## src/rtl/load_store_unit.sv

```systemverilog
// RV32I load/store unit: handles one LOAD or STORE per request over a single-outstanding
// req/gnt/rvalid memory port. Computes byte enables, store lane replication, fault
// checks and load sign/zero extension.
module load_store_unit #(
   parameter int XLEN   = 32,
   parameter int ADDR_W = 32
) (
   input  logic              clk,
   input  logic              rst_n,
   input  logic              req_valid,
   output logic              req_ready,
   input  logic              req_is_store,
   input  logic [2:0]        req_funct3,
   input  logic [ADDR_W-1:0] req_addr,
   input  logic [XLEN-1:0]   req_wdata,
   input  logic [4:0]        req_rd,
   output logic              mem_req,
   output logic              mem_we,
   output logic [ADDR_W-1:0] mem_addr,
   output logic [3:0]        mem_be,
   output logic [XLEN-1:0]   mem_wdata,
   input  logic              mem_gnt,
   input  logic              mem_rvalid,
   input  logic [XLEN-1:0]   mem_rdata,
   output logic              rsp_valid,
   input  logic              rsp_ready,
   output logic [XLEN-1:0]   rsp_rdata,
   output logic [4:0]        rsp_rd,
   output logic              rsp_misaligned,
   output logic              rsp_illegal
);

   localparam logic [1:0] IDLE = 2'd0;
   localparam logic [1:0] REQ  = 2'd1;
   localparam logic [1:0] WAIT = 2'd2;
   localparam logic [1:0] RESP = 2'd3;

   logic [1:0]        state, state_nxt;
   logic              accept;
   logic              dec_illegal, dec_misaligned;
   logic [3:0]        dec_be;
   logic [XLEN-1:0]   dec_wdata;
   logic [XLEN-1:0]   load_shifted, load_ext;

   logic [ADDR_W-1:0] addr_word;
   logic [1:0]        addr_off;
   logic [2:0]        funct3_r;
   logic              is_store_r;
   logic [4:0]        rd_r;
   logic [3:0]        be_r;
   logic [XLEN-1:0]   wdata_r;
   logic [XLEN-1:0]   rdata_r;
   logic              illegal_r, misaligned_r;

   // Idle only while out of reset so nothing is offered as accepted during reset.
   assign req_ready = (state == IDLE) && rst_n;
   assign accept    = req_valid && req_ready;

   // Decode the incoming request: fault checks, byte enables and store lane replication.
   always_comb begin
      dec_illegal    = 1'b0;
      dec_misaligned = 1'b0;
      dec_be         = 4'b1111;
      dec_wdata      = req_wdata;
      case (req_funct3)
         3'b000, 3'b001, 3'b010: dec_illegal = 1'b0;
         3'b100, 3'b101:         dec_illegal = req_is_store;  // no unsigned stores
         default:                dec_illegal = 1'b1;
      endcase
      case (req_funct3)
         3'b000, 3'b100: begin
            dec_be    = 4'b0001 << req_addr[1:0];
            dec_wdata = {(XLEN/8){req_wdata[7:0]}};
         end
         3'b001, 3'b101: begin
            dec_misaligned = req_addr[0];
            dec_be         = 4'b0011 << {req_addr[1], 1'b0};
            dec_wdata      = {(XLEN/16){req_wdata[15:0]}};
         end
         default: begin
            dec_misaligned = (req_addr[1:0] != 2'b00);
            dec_be         = 4'b1111;
            dec_wdata      = req_wdata;
         end
      endcase
      // Illegal takes priority: only one fault flag is ever reported.
      if (dec_illegal) dec_misaligned = 1'b0;
   end

   // Align the addressed lane to bit 0 and extend according to the captured funct3.
   always_comb begin
      load_shifted = mem_rdata >> {addr_off, 3'b000};
      case (funct3_r)
         3'b000:  load_ext = {{(XLEN-8){load_shifted[7]}}, load_shifted[7:0]};
         3'b001:  load_ext = {{(XLEN-16){load_shifted[15]}}, load_shifted[15:0]};
         3'b100:  load_ext = {{(XLEN-8){1'b0}}, load_shifted[7:0]};
         3'b101:  load_ext = {{(XLEN-16){1'b0}}, load_shifted[15:0]};
         default: load_ext = load_shifted;
      endcase
   end

   // Next-state logic for IDLE -> REQ -> (WAIT) -> RESP -> IDLE.
   always_comb begin
      state_nxt = state;
      case (state)
         IDLE: if (accept) state_nxt = (dec_illegal || dec_misaligned) ? RESP : REQ;
         REQ:  if (mem_gnt) state_nxt = is_store_r ? RESP : WAIT;
         WAIT: if (mem_rvalid) state_nxt = RESP;
         RESP: if (rsp_ready) state_nxt = IDLE;
         default: state_nxt = IDLE;
      endcase
   end

   // State register.
   always_ff @(posedge clk or negedge rst_n) begin
      if (!rst_n) state <= IDLE;
      else        state <= state_nxt;
   end

   // Capture the request on accept and the extended load data when it returns.
   always_ff @(posedge clk or negedge rst_n) begin
      if (!rst_n) begin
         addr_word    <= '0;
         addr_off     <= 2'b00;
         funct3_r     <= 3'b000;
         is_store_r   <= 1'b0;
         rd_r         <= 5'd0;
         be_r         <= 4'b0000;
         wdata_r      <= '0;
         rdata_r      <= '0;
         illegal_r    <= 1'b0;
         misaligned_r <= 1'b0;
      end else if (accept) begin
         addr_word    <= {req_addr[ADDR_W-1:2], 2'b00};
         addr_off     <= req_addr[1:0];
         funct3_r     <= req_funct3;
         is_store_r   <= req_is_store;
         rd_r         <= req_rd;
         be_r         <= dec_be;
         wdata_r      <= dec_wdata;
         rdata_r      <= '0;
         illegal_r    <= dec_illegal;
         misaligned_r <= dec_misaligned;
      end else if ((state == WAIT) && mem_rvalid) begin
         rdata_r <= load_ext;
      end
   end

   // Memory port is driven only in REQ so it idles at zero everywhere else.
   always_comb begin
      mem_req   = (state == REQ);
      mem_we    = mem_req && is_store_r;
      mem_addr  = mem_req ? addr_word : '0;
      mem_be    = mem_req ? be_r : 4'b0000;
      mem_wdata = mem_req ? wdata_r : '0;
   end

   assign rsp_valid      = (state == RESP);
   assign rsp_rdata      = rdata_r;
   assign rsp_rd         = rd_r;
   assign rsp_misaligned = misaligned_r;
   assign rsp_illegal    = illegal_r;

endmodule

```

## config.mk

```make
export PLATFORM = sky130hd
export DESIGN_NAME = load_store_unit
export DESIGN_NICKNAME = d
export VERILOG_FILES = /design/src/rtl/load_store_unit.sv
export SDC_FILE = /design/constraint.sdc
export NUM_CORES = 1
export LEC_CHECK = 0
export BUFFER_PORTS_ARGS = -buffer_cell sky130_fd_sc_hd__buf_2
export CORE_MARGIN = 2
export CORE_UTILIZATION = 45
export CTS_CLUSTER_SIZE = 8
export DETAILED_ROUTE_END_ITERATION = 8
export PLACE_DENSITY = 0.74
export SLEW_MARGIN = 20
export SYNTH_ARGS = -nofsm -noshare
export SYNTH_HDL_FRONTEND = slang
export SYNTH_SLANG_ARGS = --single-unit
```

## constraint.sdc

```tcl
create_clock -name clk -period 3.3 [get_ports clk]
set_input_delay 0.165 -clock clk [delete_from_list [all_inputs] [get_ports clk]]
set_output_delay 0.165 -clock clk [all_outputs]
set_load 0.1 [all_outputs]
```

==> results.ini, run 1 <==
[floorplanning]
initial_util=0.4650
die_area_um2=13430
pin_count=222
die_y_um=115.9
core_area_um2=12110
fp-row-count=40
die_w_um=115.9

[sta]
grt_setup_unrepaired=no
period_needed_ns=2.694
maximum_frequency_from_static_timing_analysis_mhz=371.2
setup_viol=0
timing.slew.headroom=0.3330
setup_skew_ns=0.01191
final_cycle_share=0.8164
tightest_slew_ns=1.001
hold_violations=0
finalMaxSlewViolations=0
setup_total_negative_slack_ns=0

[finish]
leading_cell_types_in_the_layout_fill_and_taps_excluded=buf_2, nand2_1, dfrtp_1
final_util=0.6485
layout.cells.most_common=buf_2
ratio_of_cells_with_drive_above_1_in_the_final_layout=0.3101
synthToLayoutAreaGrowth_pct=39.46
sequential_cell_area_um2=2828
multi_input_combinational_cell_area_um2=2624
fillers=1026
fin_nets=980
insertedDiodeCount=0
final-instance-count-excl-fill=1045

[synth]
synth_compound_area_frac=0.1184
synth_top_family_by_area=simple AND/OR/NAND/NOR gates
synth_top_area_cell=dfrtp_1
post_synth_mux_area_share=0.08931
synth_sequential_area_ratio=0.5021
post_synth.cell_area_avg_um2=9.011
synth-simple-area-share=0.2422
synth.ff_latch_count=113
yosys.area_share.adder=0.01111
post-synth-top-area-fraction=0.5021
mappedNetlistArea_um2=5632
synthXorXnorAreaFrac=0
ys_warn_count=0
synth.area.top_cells=dfrtp_1, nand2_1, and2_1
synthDistinctLibCells=33
synth_cells=625

[place]
routabilityCongestion=0.9000
post-place-cells=975
buffer_ports.inserted=219
place.detailed.hpwl_um=11070

[clock_network]
clock_path_buffers=2
h-tree-depth=4
cts_sinks=113
worst_skew_pair_latency_ns=0.40
clock-root-buffer=clkbuf_16
cts_made_buffers=17
clock_slew_at_reported_path_ffs_ns=0.06
cts_tree=built

[worst_setup_path]
worst-path-max-fanout=69
endpoint=mem_wdata[14]
slowest_cell_on_crit_path=ha_2
worstPathCellList=inv_1, ha_2, and2_1, buf_2
cp-startpoint=state[1]
ff2ff_path_depth=7
timing.rr.start=state[0]
r2r_end=rsp_rdata[27]
critical_path_class=reg2out
kind_of_end_point_of_the_critical_path=output pin
r2r_slack_ns=0.94
category_of_the_worst_setup_path_launch_point=flip-flop
slowest_delay_ns=0.84
crit_required_ns=3.13
arrival_time_at_the_worst_endpoint_ns=2.53

[global_route]
antenna_found_initial=0
grt_start_max_net_pins=97
global_route_total_overflow=0
grt_pass1_vias=5269
first_pass_grt_wire_length_um=25650
grt.total_usage=0.2459

[route]
drt_pass1_iterations=5
drt_first_iter_violations=383
route.layer.met1.wl_um=6816
drc_errors=0
routed_wire_length_per_instance_um=15.43
num_vias=5347
via_count_normalized_by_instance_count=5.117
total_wire_length_after_detailed_routing_um=16130
met3_wire_length_um=1212
ant_nets=0
wl_met2_um=7803
highest-signal-layer=met4

[status]
status=complete, no violations

[run]
max_cap_violations=0

[min_path]
hp-class=in2reg

-- flip-flops by register name (all words and copies together) (netlist names) --
| register | cells |
|---|---|
| addr_off | 2 |
| addr_word | 30 |
| be_r | 4 |
| funct3_r | 3 |
| is_store_r | 1 |
| rsp_illegal | 1 |
| rsp_misaligned | 1 |
| rsp_rd | 5 |
| rsp_rdata | 32 |
| state | 2 |
| wdata_r | 32 |
-- worst min-delay path by stage --
stage	from	end	slack (ns)	cells after the start
after floorplan	rst_n	addr_off[0]	-0.13	0
after global placement	rst_n	rsp_rdata[26]	0.13	1
after detailed placement	rst_n	rsp_rdata[26]	0.14	1
after CTS	req_wdata[1]	wdata_r[1]	0.00008	3
after global routing	req_wdata[1]	wdata_r[1]	0.002	3
final	req_wdata[1]	wdata_r[1]	0.01	3
-- cell families after synthesis --
kind of cell,Yosys count
adder cells (fa/ha/maj),5
AND/OR/NAND/NOR,300
flip-flops,113
other,1
buffers and inverters,48
multiplexers,48
AO/OA/AOI/OAI,110
-- per-layer routing --
layer  vias to the layer above  track usage
met4                         0      0.08889
met2                       245       0.4082
met5                         -            0
li1                       2546            -
met1                      2532       0.3106
met3                        24      0.06642
-- stage by stage --
| step | cell area [um^2] | hold WS (ns) | worst slack (ns) |
|---|---|---|---|
| final | 7854 | 0.01038 | 0.6059 |
| after global routing | 7854 | 0.001682 | 0.3760 |
| after CTS | 7850 | 0.00008052 | 0.5740 |
| after detailed placement | 6824 | 0.1372 | 0.9934 |
| after global placement | 6824 | 0.1288 | 1.135 |
| after floorplan | 5635 | -0.1306 | 0.5155 |
-- what timing repair did --
item,4_1_cts,5_1_grt
setup buffers,0,0
hold buffers,38,0
endpoints found under the hold margin,68,0
gates resized for setup,0,0
-- worst max-delay path, delay by kind of cell, from the launching register on --
family	cells	cell delay, ns
adders and majority gates	1	0.84
buffers and inverters	2	0.56
DFF	1	0.43
and+or+nand+nor	1	0.27
-- synthesized netlist by cell type --
| cell | n |
|---|---|
| o21ai_0 | 56 |
| nand2_1 | 190 |
| nor3b_2 | 1 |
| nand2b_1 | 3 |
| buf_1 | 7 |
| buf_4 | 2 |
| nor2_1 | 20 |
| mux4_2 | 1 |
| nand3_1 | 2 |
| nand3b_1 | 8 |
| a311oi_1 | 1 |
| a21oi_1 | 28 |
| o2111a_2 | 1 |
| o211ai_1 | 1 |
| nor3_1 | 1 |
| a2111o_1 | 1 |
| o31ai_1 | 2 |
| mux2_2 | 8 |
| a221o_1 | 16 |
| mux2i_1 | 39 |
| conb_1 | 1 |
| a21o_1 | 3 |
| buf_2 | 1 |
| ha_1 | 5 |
| dfrtp_1 | 113 |
| and2_1 | 68 |
| buf_6 | 2 |
| nor2b_1 | 3 |
| or2_2 | 2 |
| inv_1 | 3 |
| and3_1 | 2 |
| a22o_1 | 1 |
| clkbuf_1 | 33 |
-- layout make-up --
type                       count  area share
inverter                       3    0.001434
clock buffer                  22     0.05910
timing repair buffer         264      0.1955
tap                          168     0.02676
sequential                   113      0.3600
clock inverter                10     0.02310
multi-input combinational    465      0.3341
Power of run 1 is left out: the tool's default activity adds up to more than one toggle a clock period on the data nets, which glitch-free logic cannot reach.
==> run 2, diff against run 1 <==
--- a/config.mk
+++ b/config.mk
@@ -7,10 +7,10 @@
 export LEC_CHECK = 0
 export BUFFER_PORTS_ARGS = -buffer_cell sky130_fd_sc_hd__buf_2
 export CORE_MARGIN = 2
-export CORE_UTILIZATION = 45
+export CORE_UTILIZATION = 44
 export CTS_CLUSTER_SIZE = 8
 export DETAILED_ROUTE_END_ITERATION = 8
-export PLACE_DENSITY = 0.74
+export PLACE_DENSITY = 0.75
 export SLEW_MARGIN = 20
 export SYNTH_ARGS = -nofsm -noshare
 export SYNTH_HDL_FRONTEND = slang
==> constraint.sdc (replaced) <==
create_clock -name clk -period 2.3 [get_ports clk]
set_input_delay 0.115 -clock clk [delete_from_list [all_inputs] [get_ports clk]]
set_output_delay 0.115 -clock clk [all_outputs]
set_load 0.1 [all_outputs]
==> results.ini, run 2 (same netlist as run 1, synthesis figures left out) <==
[status]
status=complete, no violations

[pwr]
total_leakage_power_nw=4.602
p_total_w=0.01538
power_density_nw_per_um2=1671
ir_drop_uv=869.5

[sta]
setup_viol=0  ; unchanged
final_cycle_share=0.8934
timing.slew.headroom=0.3934  ; +0.06043
hold_violations=0  ; unchanged
setup_skew_ns=0.006355  ; -0.005557 ns
period_needed_ns=2.055
grt_setup_unrepaired=no
finalMaxSlewViolations=0  ; unchanged
hold-worst-slack_ns=0.01396  ; +0.003577 ns
tightest_slew_ns=0.9099  ; -0.09064 ns
setup_total_negative_slack_ns=0  ; unchanged
maximum_frequency_from_static_timing_analysis_mhz=486.6
timing.final.ws_setup_ns=0.2451  ; -0.3608 ns

[worst_setup_path]
critPathTopFamily=buffers and inverters
arrival_time_at_the_worst_endpoint_ns=2.28  ; -0.25 ns
category_of_the_worst_setup_path_launch_point=flip-flop
worstPathCellList=inv_1, ha_1, nand3_4, buf_4, o21ai_0
crit_buf_inv=2  ; unchanged
timing.rr.start=state[0]
crit_required_ns=2.53  ; -0.60 ns
slowest_cell_on_crit_path=buf_4
kind_of_end_point_of_the_critical_path=flip-flop
slowest_delay_ns=0.69  ; -0.15 ns
cp-startpoint=state[0]
worst-path-max-fanout=98  ; +42%
critical_path_class=reg2reg

[route]
drt_pass1_iterations=5  ; unchanged
drt_first_iter_violations=305  ; -20%
routed_wire_length_per_instance_um=16.05  ; +4.0%
ant_nets=0  ; unchanged
num_vias=5462  ; +2.2%
total_wire_length_after_detailed_routing_um=17330  ; +7.5%
drc_errors=0  ; unchanged
via_count_normalized_by_instance_count=5.057  ; -1.2%

[floorplanning]
initial_util=0.4481  ; -0.01690
core_area_um2=12570  ; +3.8%
die_w_um=117.1  ; +1.1%
die_y_um=117.1  ; +1.1%
fp-row-count=41  ; +2.5%
die_area_um2=13720  ; +2.2%
pin_count=222  ; unchanged

[finish]
insertedDiodeCount=0  ; unchanged
final_util=0.7324  ; +0.08395
synthToLayoutAreaGrowth_pct=63.45
fin_nets=1011  ; +3.2%
layout.cells.most_common=nand2_1
ratio_of_cells_with_drive_above_1_in_the_final_layout=0.3557  ; +0.04558
leading_cell_types_in_the_layout_fill_and_taps_excluded=nand2_1, buf_2, dfrtp_1

[clock_network]
cts_made_buffers=17  ; unchanged
cts_tree=built
clock_slew_at_reported_path_ffs_ns=0.05  ; about the same
clock_path_buffers=2  ; unchanged
cts_sinks=113  ; unchanged
clock-root-buffer=clkbuf_16
cts_setup_buffers=0  ; unchanged
h-tree-depth=4  ; unchanged
worst_skew_pair_latency_ns=0.41  ; about the same

[global_route]
grt_start_max_net_pins=99  ; +2.1%
antenna_found_initial=0  ; unchanged
global_route_total_overflow=0  ; unchanged
grt.total_usage=0.2596  ; +0.01370
grt_pass1_vias=5529  ; +4.9%
first_pass_grt_wire_length_um=26850  ; +4.7%

[min_path]
hp-class=in2reg
hold_start=req_wdata[16]

[run]
max_cap_violations=0  ; unchanged

[place]
routabilityCongestion=0.8127  ; -9.7%
buffer_ports.inserted=219  ; unchanged
place.detailed.hpwl_um=11600  ; +4.8%
preCtsSetupSlack_ns=0.2266  ; -0.7668 ns

==> run 2: worst paths after layout <==
kind / to / slack, ns / cells after the start
max: wdata_r[15] / 0.25 / 5
min: wdata_r[16] / 0.01 / 3
max reg2reg: wdata_r[15] / 0.25 / 5
min reg2reg: is_store_r / 0.46 / 2
max in group asynchronous: wdata_r[23] / 1.17 / 3
min in group asynchronous: state[1] / 0.11 / 2
==> run 2: worst min-delay path, stage by stage <==
cell and delay (ns):
buf_2 0.07, mux2i_1 0.06, o21ai_0 0.14
==> run 2: per-layer routing <==
layer	GRT usage	vias up	routed length, um
met5	0	-	0
met3	0.09372	42	1397
met1	0.2865	2570	6730
li1	-	2618	-
met4	0.1239	0	587
met2	0.4462	232	8614
==> run 2: layout make-up <==
class	instances	area, um^2
Tap cell	172	215.2
Inverter	3	11.26
Sequential cell	113	2828
Multi-Input combinational cell	465	2679
Fill cell	861	3363
Clock inverter	11	158.9
Clock buffer	21	470.5
Timing Repair Buffer	295	2843
==> run 2: report_power, final <==
group          internal, W  total (W)  switching (W)  leakage, nW
clock              0.00189    0.00278       0.000892        0.316
sequential         0.00289    0.00337       0.000479         1.43
combinational      0.00265    0.00923        0.00658         2.85
==> run 2: through the flow <==
step,std cells,area (um^2)
after floorplan,626,5688
after global placement,987,7960
after detailed placement,987,7960
after CTS,1080,9200
after global routing,1080,9205
final,1080,9205
==> run 2: what timing repair did <==
item | 4_1_cts | 5_1_grt
gates resized for setup | 0 | 1
hold endpoints to repair | 110 | 0
setup endpoints to repair | 0 | 1
hold buffers | 61 | 0
(Power assumes the default switching activity.)
